## src/rtl/inst_encoder_pkg.sv

```systemverilog
// Shared RV32I encoding constants and the field-bundle type used by the encoder and decoder.
package inst_encoder_pkg;

    localparam int FMT_R = 0;
    localparam int FMT_I = 1;
    localparam int FMT_S = 2;
    localparam int FMT_B = 3;
    localparam int FMT_U = 4;
    localparam int FMT_J = 5;

    localparam logic [6:0] OPC_OP     = 7'b0110011;
    localparam logic [6:0] OPC_OP_IMM = 7'b0010011;
    localparam logic [6:0] OPC_LOAD   = 7'b0000011;
    localparam logic [6:0] OPC_JALR   = 7'b1100111;
    localparam logic [6:0] OPC_STORE  = 7'b0100011;
    localparam logic [6:0] OPC_BRANCH = 7'b1100011;
    localparam logic [6:0] OPC_LUI    = 7'b0110111;
    localparam logic [6:0] OPC_AUIPC  = 7'b0010111;
    localparam logic [6:0] OPC_JAL    = 7'b1101111;

    localparam logic [2:0] F3_SLL = 3'b001;
    localparam logic [2:0] F3_SRX = 3'b101;

    typedef struct packed {
        logic [5:0]  fmt;
        logic [6:0]  opcode;
        logic [2:0]  funct3;
        logic        funct7b5;
        logic [4:0]  rd;
        logic [4:0]  rs1;
        logic [4:0]  rs2;
        logic [31:0] imm;
    } enc_bundle_t;

    function automatic logic fmt_is_onehot(input logic [5:0] f);
        return (f != 6'd0) && ((f & (f - 6'd1)) == 6'd0);
    endfunction

endpackage

```

## src/rtl/inst_encoder_if.sv

```systemverilog
// Field-bundle input handshake plus instruction-memory write port of the encoder.
interface inst_encoder_if;
    logic        i_valid;
    logic        o_ready;
    logic [5:0]  i_format;
    logic [6:0]  i_opcode;
    logic [2:0]  i_funct3;
    logic        i_funct7b5;
    logic [4:0]  i_rd;
    logic [4:0]  i_rs1;
    logic [4:0]  i_rs2;
    logic [31:0] i_imm;
    logic        o_inst_valid;
    logic        i_inst_ready;
    logic [31:0] o_inst;
    logic [31:0] o_addr;
    logic        o_err;

    modport slave (
        input  i_valid, i_format, i_opcode, i_funct3, i_funct7b5,
               i_rd, i_rs1, i_rs2, i_imm, i_inst_ready,
        output o_ready, o_inst_valid, o_inst, o_addr, o_err
    );

    modport master (
        output i_valid, i_format, i_opcode, i_funct3, i_funct7b5,
               i_rd, i_rs1, i_rs2, i_imm, i_inst_ready,
        input  o_ready, o_inst_valid, o_inst, o_addr, o_err
    );
endinterface

```

## src/rtl/inst_encoder_fifo.sv

```systemverilog
// Small power-of-two FIFO holding encoded words until the instruction memory accepts them.
module enc_fifo #(
    parameter int DEPTH = 2,
    parameter int WIDTH = 32,
    localparam int PTR_W = $clog2(DEPTH),
    localparam int CNT_W = $clog2(DEPTH + 1)
) (
    input  logic             clk,
    input  logic             rst,
    input  logic             push,
    input  logic [WIDTH-1:0] wdata,
    input  logic             pop,
    output logic [WIDTH-1:0] rdata,
    output logic             full,
    output logic             empty,
    output logic [CNT_W-1:0] count
);
    localparam logic [CNT_W-1:0] DEPTH_C = CNT_W'(DEPTH);

    logic [WIDTH-1:0] mem_q [DEPTH];
    logic [PTR_W-1:0] wr_ptr_q, wr_ptr_d;
    logic [PTR_W-1:0] rd_ptr_q, rd_ptr_d;
    logic [CNT_W-1:0] cnt_q, cnt_d;
    logic             push_ok, pop_ok;

    assign full    = (cnt_q == DEPTH_C);
    assign empty   = (cnt_q == '0);
    assign count   = cnt_q;
    assign push_ok = push & ~full;
    assign pop_ok  = pop & ~empty;
    // Zero when empty so the write port shows 0 during and right after reset.
    assign rdata   = empty ? '0 : mem_q[rd_ptr_q];

    always_comb begin
        wr_ptr_d = push_ok ? wr_ptr_q + 1'b1 : wr_ptr_q;
        rd_ptr_d = pop_ok  ? rd_ptr_q + 1'b1 : rd_ptr_q;
        cnt_d    = cnt_q;
        case ({push_ok, pop_ok})
            2'b10:   cnt_d = cnt_q + 1'b1;
            2'b01:   cnt_d = cnt_q - 1'b1;
            default: cnt_d = cnt_q;
        endcase
    end

    always_ff @(posedge clk or posedge rst) begin
        if (rst) begin
            wr_ptr_q <= '0;
            rd_ptr_q <= '0;
            cnt_q    <= '0;
        end else begin
            wr_ptr_q <= wr_ptr_d;
            rd_ptr_q <= rd_ptr_d;
            cnt_q    <= cnt_d;
        end
    end

    always_ff @(posedge clk) begin
        if (push_ok) mem_q[wr_ptr_q] <= wdata;
    end
endmodule

```

## src/rtl/inst_encoder.sv

```systemverilog
// Packs RV32I field bundles into instruction words and streams them with sequential byte addresses.
module inst_encoder
    import inst_encoder_pkg::*;
#(
    parameter logic [31:0] BASE_ADDR = 32'h0000_0000,
    parameter int          DEPTH     = 2
) (
    input  logic            i_clk,
    input  logic            i_rst,
    inst_encoder_if.slave   bus
);
    localparam int CNT_W = $clog2(DEPTH + 1);

    enc_bundle_t      bnd;
    logic [31:0]      inst_enc;
    logic             in_hs, out_hs, push;
    logic             fifo_full, fifo_empty;
    logic [CNT_W-1:0] fifo_count;
    logic [31:0]      addr_q, addr_d;
    logic             err_q, err_d;

    assign bnd = {bus.i_format, bus.i_opcode, bus.i_funct3, bus.i_funct7b5,
                  bus.i_rd, bus.i_rs1, bus.i_rs2, bus.i_imm};

    always_comb begin
        inst_enc = 32'd0;
        case (1'b1)
            bnd.fmt[FMT_R]: inst_enc = {(bnd.funct7b5 ? 7'b0100000 : 7'b0000000), bnd.rs2, bnd.rs1,
                                        bnd.funct3, bnd.rd, bnd.opcode};
            bnd.fmt[FMT_I]: begin
                inst_enc = {bnd.imm[11:0], bnd.rs1, bnd.funct3, bnd.rd, bnd.opcode};
                // Immediate shifts carry shamt in [24:20] and the arithmetic flag in bit 30.
                if (bnd.opcode == OPC_OP_IMM && (bnd.funct3 == F3_SLL || bnd.funct3 == F3_SRX))
                    inst_enc[31:20] = {1'b0, bnd.funct7b5, 5'b00000, bnd.imm[4:0]};
            end
            bnd.fmt[FMT_S]: inst_enc = {bnd.imm[11:5], bnd.rs2, bnd.rs1, bnd.funct3,
                                        bnd.imm[4:0], bnd.opcode};
            bnd.fmt[FMT_B]: inst_enc = {bnd.imm[12], bnd.imm[10:5], bnd.rs2, bnd.rs1, bnd.funct3,
                                        bnd.imm[4:1], bnd.imm[11], bnd.opcode};
            bnd.fmt[FMT_U]: inst_enc = {bnd.imm[31:12], bnd.rd, bnd.opcode};
            bnd.fmt[FMT_J]: inst_enc = {bnd.imm[20], bnd.imm[10:1], bnd.imm[11], bnd.imm[19:12],
                                        bnd.rd, bnd.opcode};
            default:        inst_enc = 32'd0;
        endcase
    end

    assign bus.o_ready      = ~i_rst & (fifo_count < CNT_W'(DEPTH));
    assign in_hs            = bus.i_valid & bus.o_ready;
    assign push             = in_hs & ~fifo_full & fmt_is_onehot(bnd.fmt);
    assign bus.o_inst_valid = ~fifo_empty;
    assign out_hs           = bus.o_inst_valid & bus.i_inst_ready;
    assign bus.o_addr       = addr_q;
    assign bus.o_err        = err_q;

    enc_fifo #(.DEPTH(DEPTH), .WIDTH(32)) u_fifo (
        .clk   (i_clk),
        .rst   (i_rst),
        .push  (push),
        .wdata (inst_enc),
        .pop   (out_hs),
        .rdata (bus.o_inst),
        .full  (fifo_full),
        .empty (fifo_empty),
        .count (fifo_count)
    );

    always_comb begin
        addr_d = out_hs ? addr_q + 32'd4 : addr_q;
        err_d  = err_q | (in_hs & ~fmt_is_onehot(bnd.fmt));
    end

    always_ff @(posedge i_clk or posedge i_rst) begin
        if (i_rst) begin
            addr_q <= BASE_ADDR;
            err_q  <= 1'b0;
        end else begin
            addr_q <= addr_d;
            err_q  <= err_d;
        end
    end
endmodule

```

## src/flat_wrapper.sv

```systemverilog
// flat-port wrapper written by rule: the top's interface ports become plain ports
module inst_encoder_flat import inst_encoder_pkg::*;
#(
    parameter logic [31:0] BASE_ADDR = 32'h0000_0000,
    parameter int          DEPTH     = 2
)
  (i_clk, i_rst, bus_i_valid, bus_i_format, bus_i_opcode, bus_i_funct3, bus_i_funct7b5, bus_i_rd, bus_i_rs1, bus_i_rs2, bus_i_imm, bus_i_inst_ready, bus_o_ready, bus_o_inst_valid, bus_o_inst, bus_o_addr, bus_o_err);
  inst_encoder_if bus_i ();
  input  logic i_clk;
  input  logic i_rst;
  input wire logic [$bits(bus_i.i_valid)-1:0] bus_i_valid;
  input wire logic [$bits(bus_i.i_format)-1:0] bus_i_format;
  input wire logic [$bits(bus_i.i_opcode)-1:0] bus_i_opcode;
  input wire logic [$bits(bus_i.i_funct3)-1:0] bus_i_funct3;
  input wire logic [$bits(bus_i.i_funct7b5)-1:0] bus_i_funct7b5;
  input wire logic [$bits(bus_i.i_rd)-1:0] bus_i_rd;
  input wire logic [$bits(bus_i.i_rs1)-1:0] bus_i_rs1;
  input wire logic [$bits(bus_i.i_rs2)-1:0] bus_i_rs2;
  input wire logic [$bits(bus_i.i_imm)-1:0] bus_i_imm;
  input wire logic [$bits(bus_i.i_inst_ready)-1:0] bus_i_inst_ready;
  output wire logic [$bits(bus_i.o_ready)-1:0] bus_o_ready;
  output wire logic [$bits(bus_i.o_inst_valid)-1:0] bus_o_inst_valid;
  output wire logic [$bits(bus_i.o_inst)-1:0] bus_o_inst;
  output wire logic [$bits(bus_i.o_addr)-1:0] bus_o_addr;
  output wire logic [$bits(bus_i.o_err)-1:0] bus_o_err;
  assign bus_i.i_valid = bus_i_valid;
  assign bus_i.i_format = bus_i_format;
  assign bus_i.i_opcode = bus_i_opcode;
  assign bus_i.i_funct3 = bus_i_funct3;
  assign bus_i.i_funct7b5 = bus_i_funct7b5;
  assign bus_i.i_rd = bus_i_rd;
  assign bus_i.i_rs1 = bus_i_rs1;
  assign bus_i.i_rs2 = bus_i_rs2;
  assign bus_i.i_imm = bus_i_imm;
  assign bus_i.i_inst_ready = bus_i_inst_ready;
  assign bus_o_ready = bus_i.o_ready;
  assign bus_o_inst_valid = bus_i.o_inst_valid;
  assign bus_o_inst = bus_i.o_inst;
  assign bus_o_addr = bus_i.o_addr;
  assign bus_o_err = bus_i.o_err;
  inst_encoder #(.BASE_ADDR(BASE_ADDR), .DEPTH(DEPTH)) u_core (.i_clk(i_clk), .i_rst(i_rst), .bus(bus_i));
endmodule
```

## config.mk

```make
export PLATFORM = sky130hd
export DESIGN_NAME = inst_encoder_flat
export DESIGN_NICKNAME = d
export VERILOG_FILES = /design/src/rtl/inst_encoder_pkg.sv /design/src/rtl/inst_encoder_if.sv /design/src/rtl/inst_encoder_fifo.sv /design/src/rtl/inst_encoder.sv /design/src/flat_wrapper.sv
export SDC_FILE = /design/constraint.sdc
export NUM_CORES = 1
export LEC_CHECK = 0
export CAP_MARGIN = 10
export CORE_MARGIN = 1
export CORE_UTILIZATION = 52
export CTS_CLUSTER_DIAMETER = 120
export DETAILED_ROUTE_END_ITERATION = 6
export GPL_ROUTABILITY_DRIVEN = 0
export PLACE_DENSITY = 0.86
export SYNTH_ARGS = -nofsm -noshare
export SYNTH_HDL_FRONTEND = slang
export SYNTH_HIERARCHICAL = 1
export SYNTH_SLANG_ARGS = --single-unit
```

## constraint.sdc

```tcl
create_clock -name i_clk -period 7.5 [get_ports i_clk]
set_clock_uncertainty 0.15 [all_clocks]
set_input_delay 0.75 -clock i_clk [delete_from_list [all_inputs] [get_ports i_clk]]
set_output_delay 0.75 -clock i_clk [all_outputs]
set_load 0.05 [all_outputs]
```

==> out/qor.yml, run 1 <==
layout_common_cells: "sky130_fd_sc_hd__clkdlybuf4s50_1 (132), sky130_fd_sc_hd__edfxtp_1 (64), sky130_fd_sc_hd__nor2_1 (39)"
clk-insertion-delay-late_ns: 0.36
slew_headroom: 0.3631
peakVddDrop_uv: 158.8
relative_area_change_from_synthesis_to_final_layout_pct: 34.35
run_status: "finished, final reports clean"
cts-buffers-inserted: 9
detailed_place_hpwl_um: 8188
synth-seq-cells: 99
overflow: 0
final_min_period_over_clock_period: 0.5570
finalMaxSlewViolations: 0
grt_pass1_vias: 3598
setup-violations-final: 0
routed-via-count: 3573
critical_path.reg2reg.startpoint: "u_core/u_fifo/count[1]"
final_design_area_no_fill_um2: 6322
cp_max_fo: 18
post_synth_instance_area_um2: 4706
postCtsHoldBufs: 0
fin_crit_ns: 4.177
grtUsageMet3: 0.05683
seq_total_area_yosys: 0.5945
syn-mean-instance-area_um2: 12.16
worst_hold_path_type: "reg2reg"
clkSinkCount: 99
global_route.usage.total: 0.2365
yosys_warning_total: 6
worstPathArrival_ns: 4.08
initial_utilization: 0.5396
grt_max_degree: 34
rsz0062_at_grt: "false"
n_antenna_cell: 0
ys_async_sr_fraction: 0.3535
drv.max_cap_violation_count: 0
drc: 0
power_per_cell_area_nw_per_um2: 308.8
start_kind: "input port"
die_x_um: 97.13
worst_slew_pin_slew_ns: 0.9553
post-route-util: 0.7250
core.rowCount: 34
detailedRoute.firstIterationViolations: 204
routing_usage_on_met2: 0.4074
share_of_final_layout_standard_cells_stronger_than_drive_strength_1: 0.06910
die-area_um2: 9434
worstHoldStart: "u_core/bus.o_addr[31]"
antenna_violating_nets_post_route: 0
critPathKind: "in2reg"
cts_max_level: 3
clk_path_buf_depth: 2
routed_wl_um: 11100
ys.flop_type: "sky130_fd_sc_hd__edfxtp_1"
layout.cells.most_common: "sky130_fd_sc_hd__clkdlybuf4s50_1"
post_synth_num_cell_types: 52
setup.worst_path.end_class: "flop"
detail_route.wl_per_cell_um: 17.64
drt_pre_antenna_iters: 5
ios: 135
cts.clk_slew.worst_paths_ns: 0.09
final-hold-violation-count: 0
clockRootBuffer: "sky130_fd_sc_hd__clkbuf_8"
crit_start: "bus_i_format[1]"
placed_area_um2: 6080
fmaxAchievable_mhz: 239.4
die_y_um: 97.13
grt_antenna_before_repair: 0
grt_most_used_layer: "met2"
tritoncts: "done"
setup_tns_ns: 0
fp.coreArea_um2: 8721
first_pass_grt_wire_length_um: 17380
cts.repair.resized: 0
grt.met1_usage: 0.2941
cts_setup_buffers: 0
crit_required_ns: 7.40
synth_enable_flop_cells: 64
synth_cells: 387
buffer_ports.inserted: 132
power.static_leakage_nw: 2.495
post_drt_via_cell_ratio: 5.680
final_stage_net_count: 586
synthesized netlist by cell type (all sizes together), types with 7 or more instances:
| cell | n | area, um^2 |
|---|---|---|
| a22o | 9 | 78.83 |
| and2 | 8 | 50.05 |
| buf | 12 | 86.32 |
| clkbuf | 7 | 26.28 |
| dfrtp | 35 | 875.8 |
| edfxtp | 64 | 1922 |
| inv | 11 | 41.29 |
| mux2i | 32 | 320.3 |
| nand2 | 29 | 108.9 |
| nand3 | 12 | 65.06 |
| nand4 | 10 | 68.81 |
| nor2 | 41 | 156.4 |
| o21ai | 18 | 90.08 |
| xnor2 | 26 | 227.7 |
| xor2 | 9 | 78.83 |
cell type report:
type	instances	area, um^2
repair buffers	136	1371
fillers	603	2399
multi-input cells	259	1760
clock inverters	7	91.34
clock buffers	9	123.9
flip-flops and latches	99	2799
inverters	11	41.29
well taps	108	135.1
where the power goes:
part | total (mW) | internal, mW | switching, mW
Combinational | 0.885 | 0.320 | 0.564
Clock | 0.363 | 0.187 | 0.176
Sequential | 0.704 | 0.616 | 0.0876
Total | 1.95 | 1.12 | 0.828
critical path: stages:
cell	delay [ns]
sky130_fd_sc_hd__clkdlybuf4s50_1	0.71
sky130_fd_sc_hd__or4_4	0.73
sky130_fd_sc_hd__o21bai_1	0.20
sky130_fd_sc_hd__o21ai_1	0.20
sky130_fd_sc_hd__nor3b_2	0.27
sky130_fd_sc_hd__nand2_1	0.15
sky130_fd_sc_hd__nor2_2	0.67
sky130_fd_sc_hd__buf_4	0.39
registers in the layout (all words and copies together) (netlist names):
register and count:
u_core/bus.o_addr 30, u_core/bus.o_err 1, u_core/u_fifo/count 2, u_core/u_fifo/mem_q 64, u_core/u_fifo/rd_ptr_q 1, u_core/u_fifo/wr_ptr_q 1
logic make-up (layout without fill, tap and decap cells):
logic type                 after synthesis  after routing  synth area share
muxes                                   33             33           0.07046
and+or+nand+nor                        138            138            0.1614
adders and majority gates                2              2          0.005317
AOI/OAI and AO/OA                       49             49           0.06966
xor gates and xnor gates                35             35           0.06514
other                                    1              2         0.0007969
DFF                                     99             99            0.5945
buffers and inverters                   30            163           0.03270
layer usage:
metal	vias up	wire length, um
met5	-	0
li1	1651	-
met4	0	186
met2	193	5577
met1	1710	4436
met3	19	894
final timing paths:
path | to | slack, ns | cells past startpoint
max | u_core/u_fifo/mem_q[0][10] | 3.32 | 8
min in group asynchronous | u_core/u_fifo/wr_ptr_q | 0.50 | 2
max reg2reg | u_core/u_fifo/mem_q[0][10] | 4.87 | 6
max in group asynchronous | u_core/bus.o_addr[13] | 6.18 | 3
min | u_core/bus.o_addr[31] | 0.32 | 1
min reg2reg | u_core/bus.o_addr[31] | 0.32 | 1
through the flow:
stage / hold slack, ns / worst slack [ns] / std cells / total power, mW
2_1_floorplan: 0.3104 / 3.567 / 388 / 1.294
3_3_place_gp: 0.3115 / 3.200 / 612 / 1.580
3_5_place_dp: 0.3115 / 3.043 / 612 / 1.594
4_1_cts: 0.3292 / 3.426 / 628 / 1.952
5_1_grt: 0.3446 / 3.216 / 629 / 2.016
6_report: 0.3225 / 3.323 / 629 / 1.952
Note: power is estimated with default switching activity, not from simulation.
==> inputs of run 2 (changes only) <==
--- a/config.mk
+++ b/config.mk
@@ -7,11 +7,11 @@
 export LEC_CHECK = 0
 export CAP_MARGIN = 10
 export CORE_MARGIN = 1
-export CORE_UTILIZATION = 52
+export CORE_UTILIZATION = 43
 export CTS_CLUSTER_DIAMETER = 120
 export DETAILED_ROUTE_END_ITERATION = 6
 export GPL_ROUTABILITY_DRIVEN = 0
-export PLACE_DENSITY = 0.86
+export PLACE_DENSITY = 0.76
 export SYNTH_ARGS = -nofsm -noshare
 export SYNTH_HDL_FRONTEND = slang
 export SYNTH_HIERARCHICAL = 1
==> constraint.sdc (replaced) <==
create_clock -name i_clk -period 3.5 [get_ports i_clk]
set_clock_uncertainty 0.15 [all_clocks]
set_input_delay 0.35 -clock i_clk [delete_from_list [all_inputs] [get_ports i_clk]]
set_output_delay 0.35 -clock i_clk [all_outputs]
set_load 0.05 [all_outputs]
==> run 2 against run 1 <==
Net effect: non-clock buffer count up 5; clock power rose by 90%; sequential cell count unchanged; largest power group unchanged; final cell count increased by 5.1%; register-to-register slack got worse by 3.6 ns; highest routed layer unchanged; count of clock-buffer cells in the layout unchanged.
==> out/qor.yml, run 2 (synthesis results as in run 1) <==
timing.reg2reg.setup_slack_ns: 1.32
tritoncts: "done"
clkSinkCount: 99
r2r-end: "u_core/u_fifo/count[1]"
die-area_um2: 11370
drt_pre_antenna_iters: 5
die_y_um: 106.6
largest_register_ffs: 64
worst_slew_pin_slew_ns: 0.6583
final-hold-violation-count: 0
detailedRoute.firstIterationViolations: 166
initial_utilization: 0.4498
start_kind: "flop"
core.rowCount: 37
dp_cells: 646
drc: 0
critical_path.reg2reg.startpoint: "u_core/u_fifo/count[0]"
worstPathArrival_ns: 2.40
post_drt_via_cell_ratio: 5.253
power_per_cell_area_nw_per_um2: 641.6
antenna_violating_nets_post_route: 0
grt_antenna_before_repair: 0
worst_hold_path_type: "in2async"
grt_pass1_vias: 3351
run_status: "finished, final reports clean"
power.sequential.fraction: 0.359
die_x_um: 106.6
internal_power_mw: 2.351
count_of_placed_standard_cells_in_the_final_layout_fillers_left_out: 661
postCtsHoldBufs: 0
finalMaxSlewViolations: 0
slew_headroom: 0.5565
layout.cells.most_common: "sky130_fd_sc_hd__clkdlybuf4s50_1"
power.clock.fraction: 0.168
pwr-share-comb: 0.473
cts.clk_slew.worst_paths_ns: 0.09
overflow: 0
drv.max_cap_violation_count: 0
setup-violations-final: 0
clk-insertion-delay-late_ns: 0.35
dp_worst_setup_slack_ns: 0.3699
crit_required_ns: 3.00
ios: 135
critPathKind: "reg2out"
post-route-worst-setup-slack_ns: 0.5987
final_stage_net_count: 591
share_of_final_layout_standard_cells_stronger_than_drive_strength_1: 0.07429
r2r.worst_path.cells: 7
buffer_ports.inserted: 132
global_route.usage.total: 0.1905
rsz0062_at_grt: "false"
first_pass_grt_wire_length_um: 16450
n_antenna_cell: 0
final.hold.worst_slack_ns: 0.08869
p_sw_mw: 1.737
cts_max_level: 3
routed_wl_um: 10190
final_min_period_over_clock_period: 0.8289
cp_max_fo: 17
netSwitchingFraction: 0.4249
detailed_place_hpwl_um: 7561
routed-via-count: 3472
grt_max_degree: 33
setup_tns_ns: 0
regMostFlops: "u_core/u_fifo/mem_q"
layout_common_cells: "sky130_fd_sc_hd__clkdlybuf4s50_1 (132), sky130_fd_sc_hd__edfxtp_1 (64), sky130_fd_sc_hd__nor2_1 (39)"
power.static_leakage_nw: 2.494
peakVddDrop_uv: 375.7
fmaxAchievable_mhz: 344.7
fin_crit_ns: 2.901
cts.repair.resized: 0
clk_path_buf_depth: 2
relative_area_change_from_synthesis_to_final_layout_pct: 35.39
fp.coreArea_um2: 10460
cts_setup_buffers: 0
cts-buffers-inserted: 9
detail_route.wl_per_cell_um: 15.41
clockRootBuffer: "sky130_fd_sc_hd__clkbuf_8"
setup.worst_path.end_class: "primary output"
[run 2: changes by cell type in the layout (fill, tap and decap cells not counted), sizes merged]
cell / previous run / this run
buf: 4 / 9
inv: 12 / 11
clkinvlp: 0 / 2
bufinv: 2 / 1
clkinv: 4 / 3
[run 2: how the worst max path moves through the flow]
stage | cells after the start | startpoint | endpoint | slack (ns)
6_report | 4 | u_core/u_fifo/rd_ptr_q | bus_o_inst[12] | 0.60
5_1_grt | 4 | u_core/u_fifo/rd_ptr_q | bus_o_inst[31] | 0.50
4_1_cts | 4 | u_core/u_fifo/rd_ptr_q | bus_o_inst[25] | 0.58
3_5_place_dp | 9 | bus_i_format[3] | u_core/u_fifo/count[1] | 0.37
3_3_place_gp | 9 | bus_i_format[3] | u_core/u_fifo/count[1] | 0.47
2_1_floorplan | 8 | bus_i_format[1] | u_core/u_fifo/mem_q[0][0] | 0.49
[run 2: area by class of cell]
type                    count  area (um^2)
clock inverters             6        57.56
fillers                   850         4091
repair buffers            141         1414
multi-input cells         259         1765
well taps                 136        170.2
flip-flops and latches     99         2799
clock buffers               9        123.9
inverters                  11        41.29
[run 2: per-stage QoR]
stage | util | cell area, um^2 | power [mW]
2_1_floorplan | - | 4712 | 2.774
3_3_place_gp | 0.5916 | 6190 | 3.422
3_5_place_dp | 0.5916 | 6190 | 3.439
4_1_cts | 0.6089 | 6371 | 4.123
5_1_grt | 0.6089 | 6371 | 4.279
6_report | 0.6089 | 6371 | 4.088
[run 2: worst max-delay path, cell delays in order, from the launching register on]
cell and delay (ns):
sky130_fd_sc_hd__dfrtp_2 0.72, sky130_fd_sc_hd__buf_12 0.25, sky130_fd_sc_hd__mux2i_1 0.09, sky130_fd_sc_hd__nor2_1 0.14, sky130_fd_sc_hd__clkdlybuf4s50_1 0.84
[run 2: layer usage]
layer	track usage	share of wire	vias up
li1	-	-	1664
met1	0.2515	0.45	1640
met2	0.2959	0.45	154
met3	0.05532	0.085	14
met4	0.07534	0.015	0
met5	0	0	-
[run 2: power by group through the flow]
stage	Combinational (mW)	Clock, mW	Sequential (mW)
finish	1.93	0.688	1.47
floorplan	1.23	0	1.55
global placement	1.94	0	1.49
detailed placement	1.95	0	1.49
CTS	1.95	0.703	1.47
global route	2.04	0.753	1.48
==> inputs of run 3 (changes only) <==
==> constraint.sdc (replaced) <==
create_clock -name i_clk -period 2.4 [get_ports i_clk]
set_clock_uncertainty 0.15 [all_clocks]
set_input_delay 0.24 -clock i_clk [delete_from_list [all_inputs] [get_ports i_clk]]
set_output_delay 0.24 -clock i_clk [all_outputs]
set_load 0.05 [all_outputs]
==> run 3 against run 2 <==
Net effect: cell area increased by 9.1%; power increased by 68%; via count increased by 3.1%; setup slack got worse by 0.52 ns; hold slack improved by 0.042 ns; non-clock buffer count increased by 21; sequential cell count unchanged; critical endpoint is now u_core/u_fifo/count[1]; largest power group unchanged; highest routed layer unchanged.
==> out/qor.yml, run 3 (synthesis results as in run 1) <==
setup.worst_path.end_class: "flop"
grt_antenna_before_repair: 0
power.static_leakage_nw: 2.808
final_stage_net_count: 612
drv.max_cap_violation_count: 0
die-area_um2: 11370
power_per_cell_area_nw_per_um2: 986.5
detailedRoute.firstIterationViolations: 116
clockRootBuffer: "sky130_fd_sc_hd__clkbuf_8"
detailed_place_hpwl_um: 8282
drt_pre_antenna_iters: 5
layout.cells.most_common: "sky130_fd_sc_hd__clkdlybuf4s50_1"
clk_path_buf_depth: 2
layout_common_cells: "sky130_fd_sc_hd__clkdlybuf4s50_1 (97), sky130_fd_sc_hd__edfxtp_1 (64), sky130_fd_sc_hd__nor2_1 (38)"
grt_max_degree: 34
die_x_um: 106.6
peakVddDrop_uv: 632.9
placed_area_um2: 6686
grt_pass1_vias: 3636
final_design_area_no_fill_um2: 6948
cts-buffers-inserted: 9
relative_area_change_from_synthesis_to_final_layout_pct: 47.65
drc: 0
crit_required_ns: 2.53
final-hold-violation-count: 0
detail_route.wl_per_cell_um: 15.92
worst_slew_pin_slew_ns: 0.5666
n_antenna_cell: 0
clkSinkCount: 99
regMostFlops: "u_core/u_fifo/mem_q"
antenna_violating_nets_post_route: 0
power.sequential.fraction: 0.302
overflow: 0
ios: 135
clk-insertion-delay-late_ns: 0.35
internal_power_mw: 4.084
netSwitchingFraction: 0.4042
fp.coreArea_um2: 10460
worst_hold_path_type: "in2async"
cts.clk_slew.worst_paths_ns: 0.10
routed_wl_um: 10880
largest_register_ffs: 64
cts_max_level: 3
fin_crit_ns: 2.324
core.rowCount: 37
tritoncts: "done"
setup-violations-final: 0
global_route.usage.total: 0.1975
finalMaxSlewViolations: 0
power.clock.fraction: 0.175
slew_headroom: 0.6194
run_status: "finished, final reports clean"
fmaxAchievable_mhz: 430.3
share_of_final_layout_standard_cells_stronger_than_drive_strength_1: 0.1865
post_drt_via_cell_ratio: 5.242
final.hold.worst_slack_ns: 0.1309
buffer_ports.inserted: 132
p_sw_mw: 2.771
cp_max_fo: 3
r2r.worst_path.cells: 5
start_kind: "input port"
die_y_um: 106.6
final_min_period_over_clock_period: 0.9684
first_pass_grt_wire_length_um: 17400
worstPathArrival_ns: 2.46
pwr-share-comb: 0.523
initial_utilization: 0.4498
num-fill-cells: 804
routed-via-count: 3580
critPathKind: "in2reg"
==> run 3: worst max-delay path, stage by stage <==
cell and delay (ns):
sky130_fd_sc_hd__clkdlybuf4s50_1 0.47, sky130_fd_sc_hd__or4_4 0.54, sky130_fd_sc_hd__o21bai_1 0.19, sky130_fd_sc_hd__o21ai_2 0.09, sky130_fd_sc_hd__nor3b_4 0.23, sky130_fd_sc_hd__nand2_2 0.13, sky130_fd_sc_hd__ha_4 0.18, sky130_fd_sc_hd__xnor2_1 0.11
sky130_fd_sc_hd__nor2_1 0.12, sky130_fd_sc_hd__xor2_1 0.15
==> run 3: path summary, 6_finish.rpt <==
check                                       from                     end  slack, ns
setup / recovery                 bus_i_format[2]  u_core/u_fifo/count[1]       0.08
hold / removal                             i_rst  u_core/u_fifo/count[0]       0.13
setup reg to reg            u_core/bus.o_addr[2]   u_core/bus.o_addr[28]       0.41
hold reg to reg            u_core/bus.o_addr[31]   u_core/bus.o_addr[31]       0.34
max in group asynchronous                  i_rst   u_core/bus.o_addr[14]       1.49
min in group i_clk         u_core/bus.o_addr[31]   u_core/bus.o_addr[31]       0.34
==> run 3: timing repair <==
action,4_1_cts,5_1_grt
endpoints found under the setup margin,1,64
cloned,0,0
hold endpoints to repair,4,0
hold buffers,1,0
resized for setup,1,2
buffers inserted,1,0
==> run 3: power by group through the flow <==
stage | Combinational (mW) | Clock (mW) | Sequential [mW]
6_report | 3.58 | 1.20 | 2.07
5_1_grt | 3.74 | 1.28 | 2.09
4_1_cts | 3.61 | 1.22 | 2.07
3_5_place_dp | 3.59 | 0 | 2.11
3_3_place_gp | 3.54 | 0 | 2.10
2_1_floorplan | 1.79 | 0 | 2.26
==> run 3: through the flow <==
step	std cells	total power [mW]	setup TNS [ns]	utilization	setup WS, ns
final	683	6.854	0	0.6641	0.07580
after global routing	683	7.116	-0.0001468	0.6641	-0.0001468
after CTS	684	6.912	0	0.6641	0.02583
after detailed placement	666	5.699	-19.62	0.6391	-0.3711
after global placement	666	5.641	-15.22	0.6391	-0.2711
after floorplan	388	4.053	-6.776	-	-0.1400
==> run 3: metal layers <==
metal | vias up | share of wire | track usage
met5 | - | 0 | 0
met4 | 0 | 0.017 | 0.06360
met3 | 17 | 0.082 | 0.06383
met2 | 151 | 0.50 | 0.3415
met1 | 1708 | 0.40 | 0.2321
li1 | 1704 | - | -
==> run 3: layout make-up <==
| type | count | area, um^2 | share of cell area |
|---|---|---|---|
| Multi-Input combinational cell | 259 | 1794 | 0.2582 |
| Clock inverter | 7 | 107.6 | 0.01549 |
| Tap cell | 136 | 170.2 | 0.02449 |
| Inverter | 11 | 41.29 | 0.005943 |
| Sequential cell | 99 | 2799 | 0.4028 |
| Clock buffer | 9 | 123.9 | 0.01783 |
| Timing Repair Buffer | 162 | 1912 | 0.2752 |
